===== src/rtl/rvv_backend_rs_mpmp_fifo_pkg.sv =====
// Shared defaults for the reservation-station multi-push/multi-pop buffer.
// Holds the dispatch width and per-unit RS sizing used by the top and pointer blocks.
package rvv_backend_rs_mpmp_fifo_pkg;

    localparam int NUM_DP_UOP = 2;
    localparam int RS_DWIDTH  = 64;
    localparam int RS_DEPTH   = 8;
    localparam int RS_NUM_POP = 2;

endpackage


===== src/rtl/rvv_backend_mp_ptr.sv =====
// Wrapping pointer with prefix-length increment, shared by write and read sides.
// Ports: clk, rst_n, flush, fire (prefix mask), ptr (with wrap bit), idx[k] = (ptr+k) mod DEPTH.
module rvv_backend_mp_ptr
    import rvv_backend_rs_mpmp_fifo_pkg::*;
#(
    parameter int DEPTH = RS_DEPTH,
    parameter int N     = NUM_DP_UOP,
    localparam int AW   = $clog2(DEPTH),
    localparam int PW   = AW + 1
) (
    input  logic                 clk,
    input  logic                 rst_n,
    input  logic                 flush,
    input  logic [N-1:0]         fire,
    output logic [PW-1:0]        ptr,
    output logic [N-1:0][AW-1:0] idx
);

    logic [PW-1:0] len;

    // fire is a prefix, so the highest set slot gives its length
    always_comb begin
        len = '0;
        for (int i = 0; i < N; i++) begin
            if (fire[i]) len = PW'(i + 1);
        end
    end

    for (genvar k = 0; k < N; k++) begin : g_idx
        assign idx[k] = ptr[AW-1:0] + AW'(k);
    end

    always_ff @(posedge clk or negedge rst_n) begin
        if (!rst_n)     ptr <= '0;
        else if (flush) ptr <= '0;
        else            ptr <= ptr + len;
    end

endmodule


===== src/rtl/rvv_backend_rs_mpmp_fifo.sv =====
// Reservation-station buffer: up to NUM_PUSH uops in and NUM_POP uops out per cycle.
// Ports: push_valid/push_data/push_ready in, pop_valid/pop_data/pop_ready out,
// flush clears all entries, fifo_empty/fifo_full/count report occupancy.
module rvv_backend_rs_mpmp_fifo
    import rvv_backend_rs_mpmp_fifo_pkg::*;
#(
    parameter int DWIDTH   = RS_DWIDTH,
    parameter int DEPTH    = RS_DEPTH,
    parameter int NUM_PUSH = NUM_DP_UOP,
    parameter int NUM_POP  = RS_NUM_POP,
    localparam int AW      = $clog2(DEPTH),
    localparam int CW      = AW + 1
) (
    input  logic                             clk,
    input  logic                             rst_n,
    input  logic                             flush,
    input  logic [NUM_PUSH-1:0]              push_valid,
    input  logic [NUM_PUSH-1:0][DWIDTH-1:0]  push_data,
    output logic [NUM_PUSH-1:0]              push_ready,
    output logic [NUM_POP-1:0]               pop_valid,
    output logic [NUM_POP-1:0][DWIDTH-1:0]   pop_data,
    input  logic [NUM_POP-1:0]               pop_ready,
    output logic                             fifo_empty,
    output logic                             fifo_full,
    output logic [CW-1:0]                    count
);

    logic [DWIDTH-1:0]               mem [DEPTH];
    logic [CW-1:0]                   wr_ptr;
    logic [CW-1:0]                   rd_ptr;
    logic [NUM_PUSH-1:0][AW-1:0]     wr_idx;
    logic [NUM_POP-1:0][AW-1:0]      rd_idx;
    logic [NUM_PUSH-1:0]             push_fire;
    logic [NUM_POP-1:0]              pop_fire;
    logic [CW-1:0]                   space;

    // wrap bit makes the difference exact for both empty and full
    assign count      = wr_ptr - rd_ptr;
    assign space      = CW'(DEPTH) - count;
    assign fifo_empty = (count == '0);
    assign fifo_full  = (count == CW'(DEPTH));

    // ready/valid come from registered pointers only, never from the inputs
    for (genvar i = 0; i < NUM_PUSH; i++) begin : g_push
        assign push_ready[i] = space > CW'(i);
    end

    for (genvar j = 0; j < NUM_POP; j++) begin : g_pop
        assign pop_valid[j] = count > CW'(j);
        assign pop_data[j]  = mem[rd_idx[j]];
    end

    assign push_fire = push_valid & push_ready;
    assign pop_fire  = pop_valid & pop_ready;

    rvv_backend_mp_ptr #(.DEPTH(DEPTH), .N(NUM_PUSH)) u_wr_ptr (
        .clk   (clk),
        .rst_n (rst_n),
        .flush (flush),
        .fire  (push_fire),
        .ptr   (wr_ptr),
        .idx   (wr_idx)
    );

    rvv_backend_mp_ptr #(.DEPTH(DEPTH), .N(NUM_POP)) u_rd_ptr (
        .clk   (clk),
        .rst_n (rst_n),
        .flush (flush),
        .fire  (pop_fire),
        .ptr   (rd_ptr),
        .idx   (rd_idx)
    );

    // storage is left unreset; entries are only meaningful below count
    always_ff @(posedge clk) begin
        for (int i = 0; i < NUM_PUSH; i++) begin
            if (push_fire[i]) mem[wr_idx[i]] <= push_data[i];
        end
    end

    // a prefix mask m satisfies m & (m+1) == 0
    a_push_prefix : assert property (@(posedge clk) disable iff (!rst_n)
        (push_valid & (push_valid + NUM_PUSH'(1))) == '0);

    a_pop_prefix : assert property (@(posedge clk) disable iff (!rst_n)
        (pop_ready & (pop_ready + NUM_POP'(1))) == '0);

endmodule


===== config.mk =====
export PLATFORM = sky130hd
export DESIGN_NAME = rvv_backend_rs_mpmp_fifo
export DESIGN_NICKNAME = d
export VERILOG_FILES = /design/src/rtl/rvv_backend_rs_mpmp_fifo_pkg.sv /design/src/rtl/rvv_backend_mp_ptr.sv /design/src/rtl/rvv_backend_rs_mpmp_fifo.sv
export SDC_FILE = /design/constraint.sdc
export NUM_CORES = 1
export LEC_CHECK = 0
export BUFFER_PORTS_ARGS = -buffer_cell sky130_fd_sc_hd__buf_2
export CAP_MARGIN = 40
export CORE_UTILIZATION = 61
export DETAILED_ROUTE_END_ITERATION = 12
export PLACE_DENSITY = 0.91
export REMOVE_ABC_BUFFERS = 1
export SYNTH_ARGS = -nofsm -noshare
export SYNTH_HDL_FRONTEND = slang
export SYNTH_SLANG_ARGS = --single-unit

===== constraint.sdc =====
create_clock -name clk -period 9.64 [get_ports clk]
set_input_delay 1.928 -clock clk [delete_from_list [all_inputs] [get_ports clk]]
set_output_delay 1.928 -clock clk [all_outputs]
set_load 0.1 [all_outputs]

# After elaboration in Yosys (flattened, before gate mapping)
# Memories as Yosys holds them, arrays and structs flattened.
# Index checks and enable logic that the tools add are counted.
# totals
register_bits	8
latch_bits	0
ram_bits	512
mem_bits_ro	0
inputBits	135
output_inout_bits	138
mem_count	1
# mem_list
name	words	word_bits	rd	rd_ports_with_merged_regs	wr	line	rtl
mem	8	64	2	0	2	rvv_backend_rs_mpmp_fifo.sv:28	logic [DWIDTH-1:0] mem [DEPTH];
# op_classes
add_sub_neg	6
multipliers	0
div	0
order_cmp	4
eq_ne	1
shifts	0
mux	10
n_bitwise	2
reduce_logical	1
# op_table
op	count
greater-than comparator 4 x 1 -> 1 bit, second input constant	4
2-to-1 mux 4 bit	4
adder 4 bit	2
adder 3 x 1 -> 3 bit, second input constant	2
2-to-1 mux 1 bit	6
bitwise AND 2 bit	2
== test 4 bit, second input constant	1
logical NOT 4 bit	1
subtractor 4 bit	1
subtractor 4 bit, first input constant	1

# Longest topological paths before layout
# Gate-level depths: netlist (run 1).
# logic_depth
word_depth	8
ltp_mapped	15
mapped_depth_nobuf	14

# Cells and area by module
# Synthesis (run 1) repeated with hierarchy kept, for this count alone.
# unflattened
cells_unflattened	1659
area_unflattened_um2	30944.7
# by_module_without_submodules
module	n_inst	cells_per_inst	area_each_um2
rvv_backend_rs_mpmp_fifo	1	1613	30446.7
rvv_backend_mp_ptr	2	23	249.0

# Least setup slack after synthesis (run 1)
# OpenSTA, ideal clock, no wires.
# synth_timing
path_kind	register to register
startpoint	register u_rd_ptr.ptr[1]
endpoint	memory mem[2][0] (netlist name), enable pin
setup_ns	0.581
t_arrival_ns	8.522
required_ns	9.059
slack_ns	0.537
stages_incl_launch_ff	10
synth_period_minus_slack_ns	9.103
cell_sequence	dfrtp_1 buf_1 buf_2 inv_1 fa_1 xor2_2 nor2_1 nand2_1 nor2_1 o31ai_1
# synth_lines
element	line	rtl
start, declared	rvv_backend_mp_ptr.sv:15	output logic [PW-1:0] ptr,
start signal, assigned	rvv_backend_mp_ptr.sv:36	else ptr <= ptr + len;
end, declared	rvv_backend_rs_mpmp_fifo.sv:28	

==> results of run 1 <==
## metal layers
| layer | up-vias | track usage, % | share of wire, % |
|---|---|---|---|
| met5 | - | 0 | 0.095 |
| met4 | 14 | 16.37 | 4.6 |
| met3 | 272 | 6.987 | 9.3 |
| met2 | 1103 | 53.71 | 50 |
| met1 | 9755 | 39.76 | 36 |
| li1 | 7750 | - | - |
## final timing paths
kind                                            from                        end  cells after the start
min reg2reg                u_rd_ptr.ptr[3]$_DFF_PN0_  u_rd_ptr.ptr[3]$_DFF_PN0_                      2
max reg2reg                u_rd_ptr.ptr[0]$_DFF_PN0_        mem[1][4]$_DFFE_PP_                      9
max                        u_rd_ptr.ptr[0]$_DFF_PN0_               pop_data[89]                      5
min in group asynchronous                      rst_n  u_wr_ptr.ptr[0]$_DFF_PN0_                      1
max in group asynchronous                      rst_n  u_rd_ptr.ptr[0]$_DFF_PN0_                      1
min                        u_rd_ptr.ptr[3]$_DFF_PN0_  u_rd_ptr.ptr[3]$_DFF_PN0_                      2
## worst max-delay path, cell delays in order, from the launching register on
cell	delay, ns
sky130_fd_sc_hd__dfrtp_4	0.72
sky130_fd_sc_hd__buf_4	0.67
sky130_fd_sc_hd__buf_4	0.76
sky130_fd_sc_hd__mux4_2	0.60
sky130_fd_sc_hd__mux2_2	0.29
sky130_fd_sc_hd__buf_2	0.29
## synth_stat cells, drive strengths merged, types with 5 or more instances
cell type and n:
nor2 9, inv 13, edfxtp 512, mux2 576, o21ai 6, xor2 5, dfrtp 8, mux4 256
ha 9, buf 84, nand2 199, a21oi 6, clkbuf 50
## per-stage QoR
stage | instance area, µm² | utilization [%] | setup WS (ns)
finish | 34400 | 69.98 | 3.717
global route | 34370 | 69.92 | 3.493
CTS | 34340 | 69.87 | 3.633
detailed placement | 32560 | 66.23 | 4.294
global placement | 32330 | 65.78 | 4.070
floorplan | 29670 | - | -9.357
## cell type report
class | count | area, µm²
diodes | 23 | 57.56
clock buffers | 62 | 1381
clock inverters | 37 | 404.1
fillers | 3008 | 14750
inverters | 13 | 48.80
multi-input cells | 1112 | 14220
flip-flops and latches | 520 | 15580
well taps | 664 | 830.8
repair buffers | 317 | 1869
## sequential cells by signal, summed over array words and instances, names as in the netlist
name          count
u_wr_ptr.ptr      4
u_rd_ptr.ptr      4
mem             512
## cells by family after synthesis
| logic type | Yosys count | share of synthesized area, % |
|---|---|---|
| AOI/OAI and AO/OA | 32 | 0.7539 |
| xor gates and xnor gates | 9 | 0.2827 |
| adders and majority gates | 12 | 0.5655 |
| buffers and inverters | 147 | 2.975 |
| DFF | 520 | 51.01 |
| muxes | 832 | 41.33 |
| and+or+nand+nor | 227 | 3.082 |
## placed cells by master (no fill, tap or decap), drive strengths merged, types with 8 or more instances in the layout
cell / netlist / routed
nand2: 199 / 199
nor2: 9 / 9
inv: 13 / 17
ha: 9 / 9
clkbuf: 50 / 62
bufinv: 0 / 8
mux4: 256 / 256
edfxtp: 512 / 512
clkinv: 0 / 23
buf: 84 / 317
diode: 0 / 23
mux2: 576 / 576
dfrtp: 8 / 8
==> summary.txt, run 1 <==
Clock tree
  • Maximum clock path buffer count: 3
  • Number of buffers created by CTS: 54
  • Clock tree root driver cell: sky130_fd_sc_hd__clkbuf_16
  • Clock transition at the registers of the reported paths: 0.06 ns
  • Clock latency on the worst-skew pair: about 0.62 ns
  • Setup repair bufs after CTS: 0
  • Sinks on Clock Net: 520
  • Level count of the clock H-tree: 2
  • Hold buffer count at CTS: 0
  • Post-cts gate resize count: 0
  • Clock tree from TritonCTS: yes

Placed design
  • Placed Instances: 2626
  • Detailed Place HPWL: 46860 µm
  • Placer's final routability congestion estimate: roughly 0.86
  • Buffers on Ports: 272

Run
  • Max-cap violation count: 0

Routing
  • Total via count after detailed routing: approximately 19000
  • Remaining antenna violation count after routing: 0
  • DR WL/cell: slightly below 30 µm
  • Number of search-and-repair iterations in the first detailed-routing pass: 7
  • Wirelength, routed: 81740 µm
  • Via-per-instance ratio: approximately 6.9
  • Starting DRT DRC Count: around 1800
  • Drc violations: 0

Worst hold path
  • Worst min-delay path class: flip-flop to flip-flop

Global routing
  • Number of global-route vias before repair: 19530
  • Antenna violations before repair: 23
  • Total grt overflow: 0
  • Wire length of the first global-routing pass: approximately 120000 µm
  • Tot GR Track Use: 32.21%
  • Pin count of the biggest net entering global routing: between 100 and 150

Logic synthesis
  • Yosys top cell area share: between 50% and 60%
  • Proportion of synthesized chip area in sequential cells: about half
  • Flip-flop cell with the highest count after synthesis: sky130_fd_sc_hd__edfxtp_1
  • Largest cells by area after synthesis: sky130_fd_sc_hd__edfxtp_1, sky130_fd_sc_hd__mux4_2, sky130_fd_sc_hd__mux2_2, sky130_fd_sc_hd__mux2_1, sky130_fd_sc_hd__mux2_4
  • Number of storage elements in the synthesis netlist: 520
  • Number of synthesis warnings: 0
  • Avg Synthesized Cell Area: roughly 17 µm²
  • Unique masters post-synth: 42
  • Area leader, netlist: sky130_fd_sc_hd__edfxtp_1
  • Number of instances in the synthesized netlist: approximately 1800
  • Share of synthesized flip-flops with an asynchronous set or reset: roughly 1.5%
  • Count of flip-flops with a built-in enable after synthesis: between 500 and 600
  • Summed instance area of the synthesized netlist: a little over 0.03 mm²

Layout
  • Area added between synthesis and finish: 12.66%
  • Nets: between 2000 and 2500
  • Number of standard cells in the final layout excluding fillers: roughly 2700
  • Ratio of cells with drive above 1 in the final layout: between 40% and 50%

STA
  • Slew headroom: 33.77%
  • Slew Limit Fails: 0
  • Shortest clock period the worst path allows after layout: roughly 5.9 ns
  • Part of the cycle the worst path needs: approximately three fifths
  • Final sum of negative setup slack: 0 ns
  • Transition time of the tightest slew-check pin: 0.9934 ns
  • Final clock skew: 0.01664 ns
  • Final Hold Viols: 0
  • Max frequency: about 170 MHz
  • RSZ-0062 raised after global routing: false
  • Worst hold slack: between 0.6 and 0.7 ns
  • Setup Viol. Count Final: 0

Floorplanning
  • Area of the placeable core: ~0.049 mm²
  • Full die area: around 0.05 mm²
  • Height of the die: roughly 230 µm
  • Number of ports placed on the die boundary: roughly 270
  • Horizontal die dimension: roughly 230 µm
  • Effective utilization at floorplan: between 60% and 70%
  • Core Rows: approximately 80

Outcome
  • Status: complete, no violations

Setup path
  • Arrival time at the worst endpoint: between 3 and 4 ns
  • Start-to-end type of the worst setup path: flip-flop to output port
  • Crit path capture type: output port
  • Data required time at the worst endpoint: around 7.7 ns
  • Startpoint Class: flip-flop
  • Maximum net fanout on the critical path: 52
  • Reg-to-reg setup timing slack: ~4.7 ns
Power of run 1 is left out: the tool's default activity adds up to more than one toggle a clock period on the data nets, which glitch-free logic cannot reach.
==> inputs of run 2 (changes only) <==
==> constraint.sdc (replaced) <==
create_clock -name clk -period 6.15 [get_ports clk]
set_input_delay 1.23 -clock clk [delete_from_list [all_inputs] [get_ports clk]]
set_output_delay 1.23 -clock clk [all_outputs]
set_load 0.1 [all_outputs]
==> summary.txt, run 2 (synthesis results as in run 1) <==
Global routing
  • Tot GR Track Use: 32.23%
  • Wire length of the first global-routing pass: 120100 µm
  • Number of global-route vias before repair: roughly 20000
  • Pin count of the biggest net entering global routing: between 100 and 150
  • Antenna violations before repair: 22
  • Total grt overflow: 0

Setup path
  • Startpoint Class: flip-flop
  • Maximum net fanout on the critical path: 10
  • Master of the slowest instance on the critical path: sky130_fd_sc_hd__dfrtp_1
  • Start-to-end type of the worst setup path: flip-flop to output port
  • Sequence of cells on the critical path: ha_1 -> and3b_1 -> o21ai_1 -> nand2_1 -> nor2_1 -> inv_1 -> buf_2
  • Delay of the slowest cell on the worst path: ~0.67 ns
  • Data required time at the worst endpoint: approximately 4.9 ns
  • Crit path capture type: output port
  • Arrival time at the worst endpoint: 3.94 ns

Outcome
  • Status: complete, no violations

Routing
  • Drc violations: 0
  • Number of search-and-repair iterations in the first detailed-routing pass: 5
  • Starting DRT DRC Count: about 1800
  • Remaining antenna violation count after routing: 0
  • Via-per-instance ratio: between 6 and 7
  • Wirelength, routed: between 80000 and 90000 µm
  • DR WL/cell: 29.64 µm
  • Total via count after detailed routing: between 15000 and 20000

STA
  • Max frequency: a little under 200 MHz
  • Setup Viol. Count Final: 0
  • Final Hold Viols: 0
  • Final clock skew: between 0.02 and 0.025 ns
  • Final sum of negative setup slack: 0 ns
  • Slew Limit Fails: 0
  • Slew headroom: roughly a third
  • Part of the cycle the worst path needs: 84.14%
  • Shortest clock period the worst path allows after layout: just over 5 ns
  • RSZ-0062 raised after global routing: false
  • Transition time of the tightest slew-check pin: approximately 1.0 ns

Floorplanning
  • Height of the die: approximately 230 µm
  • Full die area: roughly 0.051 mm²
  • Number of ports placed on the die boundary: roughly 270
  • Area of the placeable core: 0.04915 mm²
  • Effective utilization at floorplan: roughly 62%
  • Horizontal die dimension: 225.7 µm
  • Core Rows: roughly 80

Layout
  • Total area of multi-input combinational cells: 0.01422 mm²
  • Nets: ~2200
  • Fill cells: 3048
  • FF+latch area: ~0.016 mm²
  • Ratio of cells with drive above 1 in the final layout: 49.30%
  • Highest-count cells in the layout ignoring fill and taps: sky130_fd_sc_hd__edfxtp_1, sky130_fd_sc_hd__buf_2, sky130_fd_sc_hd__mux4_2, sky130_fd_sc_hd__mux2_2, sky130_fd_sc_hd__mux2_1
  • Area added between synthesis and finish: 12.37%
  • Most common cell after layout, fill and taps aside: sky130_fd_sc_hd__edfxtp_1
  • Max FFs per register: just over 500

Clock tree
  • Number of buffers created by CTS: 55
  • Sinks on Clock Net: between 500 and 600
  • Setup repair bufs after CTS: 0
  • Clock tree root driver cell: sky130_fd_sc_hd__clkbuf_16
  • Maximum clock path buffer count: 3
  • Post-cts gate resize count: 0
  • Clock transition at the registers of the reported paths: roughly 0.06 ns
  • Clock latency on the worst-skew pair: ~0.61 ns
  • Level count of the clock H-tree: 2
  • Hold buffer count at CTS: 0
  • Clock tree from TritonCTS: yes

Placed design
  • Buffers on Ports: about 270
  • Detailed Place HPWL: 47220 µm
  • Placer's final routability congestion estimate: between 0.8 and 0.9

Worst hold path
  • Worst min-delay path class: input port to asynchronous set/reset pin

Run
  • Max-cap violation count: 0
==> run 2: changes by cell type in the layout (fill, tap and decap cells not counted) <==
cell                        previous run  this run
sky130_fd_sc_hd__buf_12                4         7
sky130_fd_sc_hd__buf_16                6         8
sky130_fd_sc_hd__buf_4                35        31
sky130_fd_sc_hd__bufinv_16             8         1
sky130_fd_sc_hd__clkbuf_1              8        16
sky130_fd_sc_hd__clkbuf_16            54        56
sky130_fd_sc_hd__clkbuf_8              0         1
sky130_fd_sc_hd__clkinv_1             13        18
sky130_fd_sc_hd__clkinv_2              8         6
sky130_fd_sc_hd__clkinv_4              1         0
sky130_fd_sc_hd__diode_2              23        10
sky130_fd_sc_hd__inv_6                 4         1
==> run 2: worst paths after layout <==
check | startpoint | end | slack, ns | cells after the start
max | u_wr_ptr.ptr[2]$_DFF_PN0_ | push_ready[0] | 0.98 | 7
min | rst_n | u_wr_ptr.ptr[0]$_DFF_PN0_ | 0.45 | 1
max reg2reg | u_rd_ptr.ptr[0]$_DFF_PN0_ | mem[1][10]$_DFFE_PP_ | 1.47 | 10
min reg2reg | u_wr_ptr.ptr[3]$_DFF_PN0_ | u_wr_ptr.ptr[3]$_DFF_PN0_ | 0.61 | 2
max in group asynchronous | rst_n | u_rd_ptr.ptr[0]$_DFF_PN0_ | 5.50 | 1
min in group clk | u_wr_ptr.ptr[3]$_DFF_PN0_ | u_wr_ptr.ptr[3]$_DFF_PN0_ | 0.61 | 2
==> run 2: per-layer routing <==
metal / track usage [%] / part of all wire, %
met4: 13.23 / 4.0
met3: 6.740 / 9.3
met5: 0 / 0.21
met2: 54.53 / 50
met1: 40.52 / 36
==> run 2: area by class of cell <==
class	count	share of cell area (%)
multi-input combinational	1112	41.46
inverter	13	0.1422
clock buffer	73	4.300
sequential	520	45.42
timing repair buffer	318	5.696
tap	664	2.421
clock inverter	29	0.4887
antenna	10	0.07294
==> run 2: per-stage QoR <==
step	hold slack [ns]	cell area, µm²	setup slack [ns]	utilization, %	instances
after floorplan	0.5639	29670	-12.85	-	1645
after global routing	0.4543	34290	0.8641	69.76	2732
after global placement	0.5876	32380	1.619	65.88	2617
after detailed placement	0.5987	32640	1.516	66.41	2627
after CTS	0.4371	34280	1.028	69.75	2729
final	0.4536	34310	0.9757	69.80	2739
==> run 2: critical path, delay by kind of cell (launching register included) <==
kind                       cells  cell delay, ns
adders and majority gates      1            0.41
buffers and inverters          2            0.78
and+or+nand+nor                3            1.20
DFF                            1            0.67
AOI/OAI and AO/OA              1            0.28
Power of run 2 is left out for the same reason.
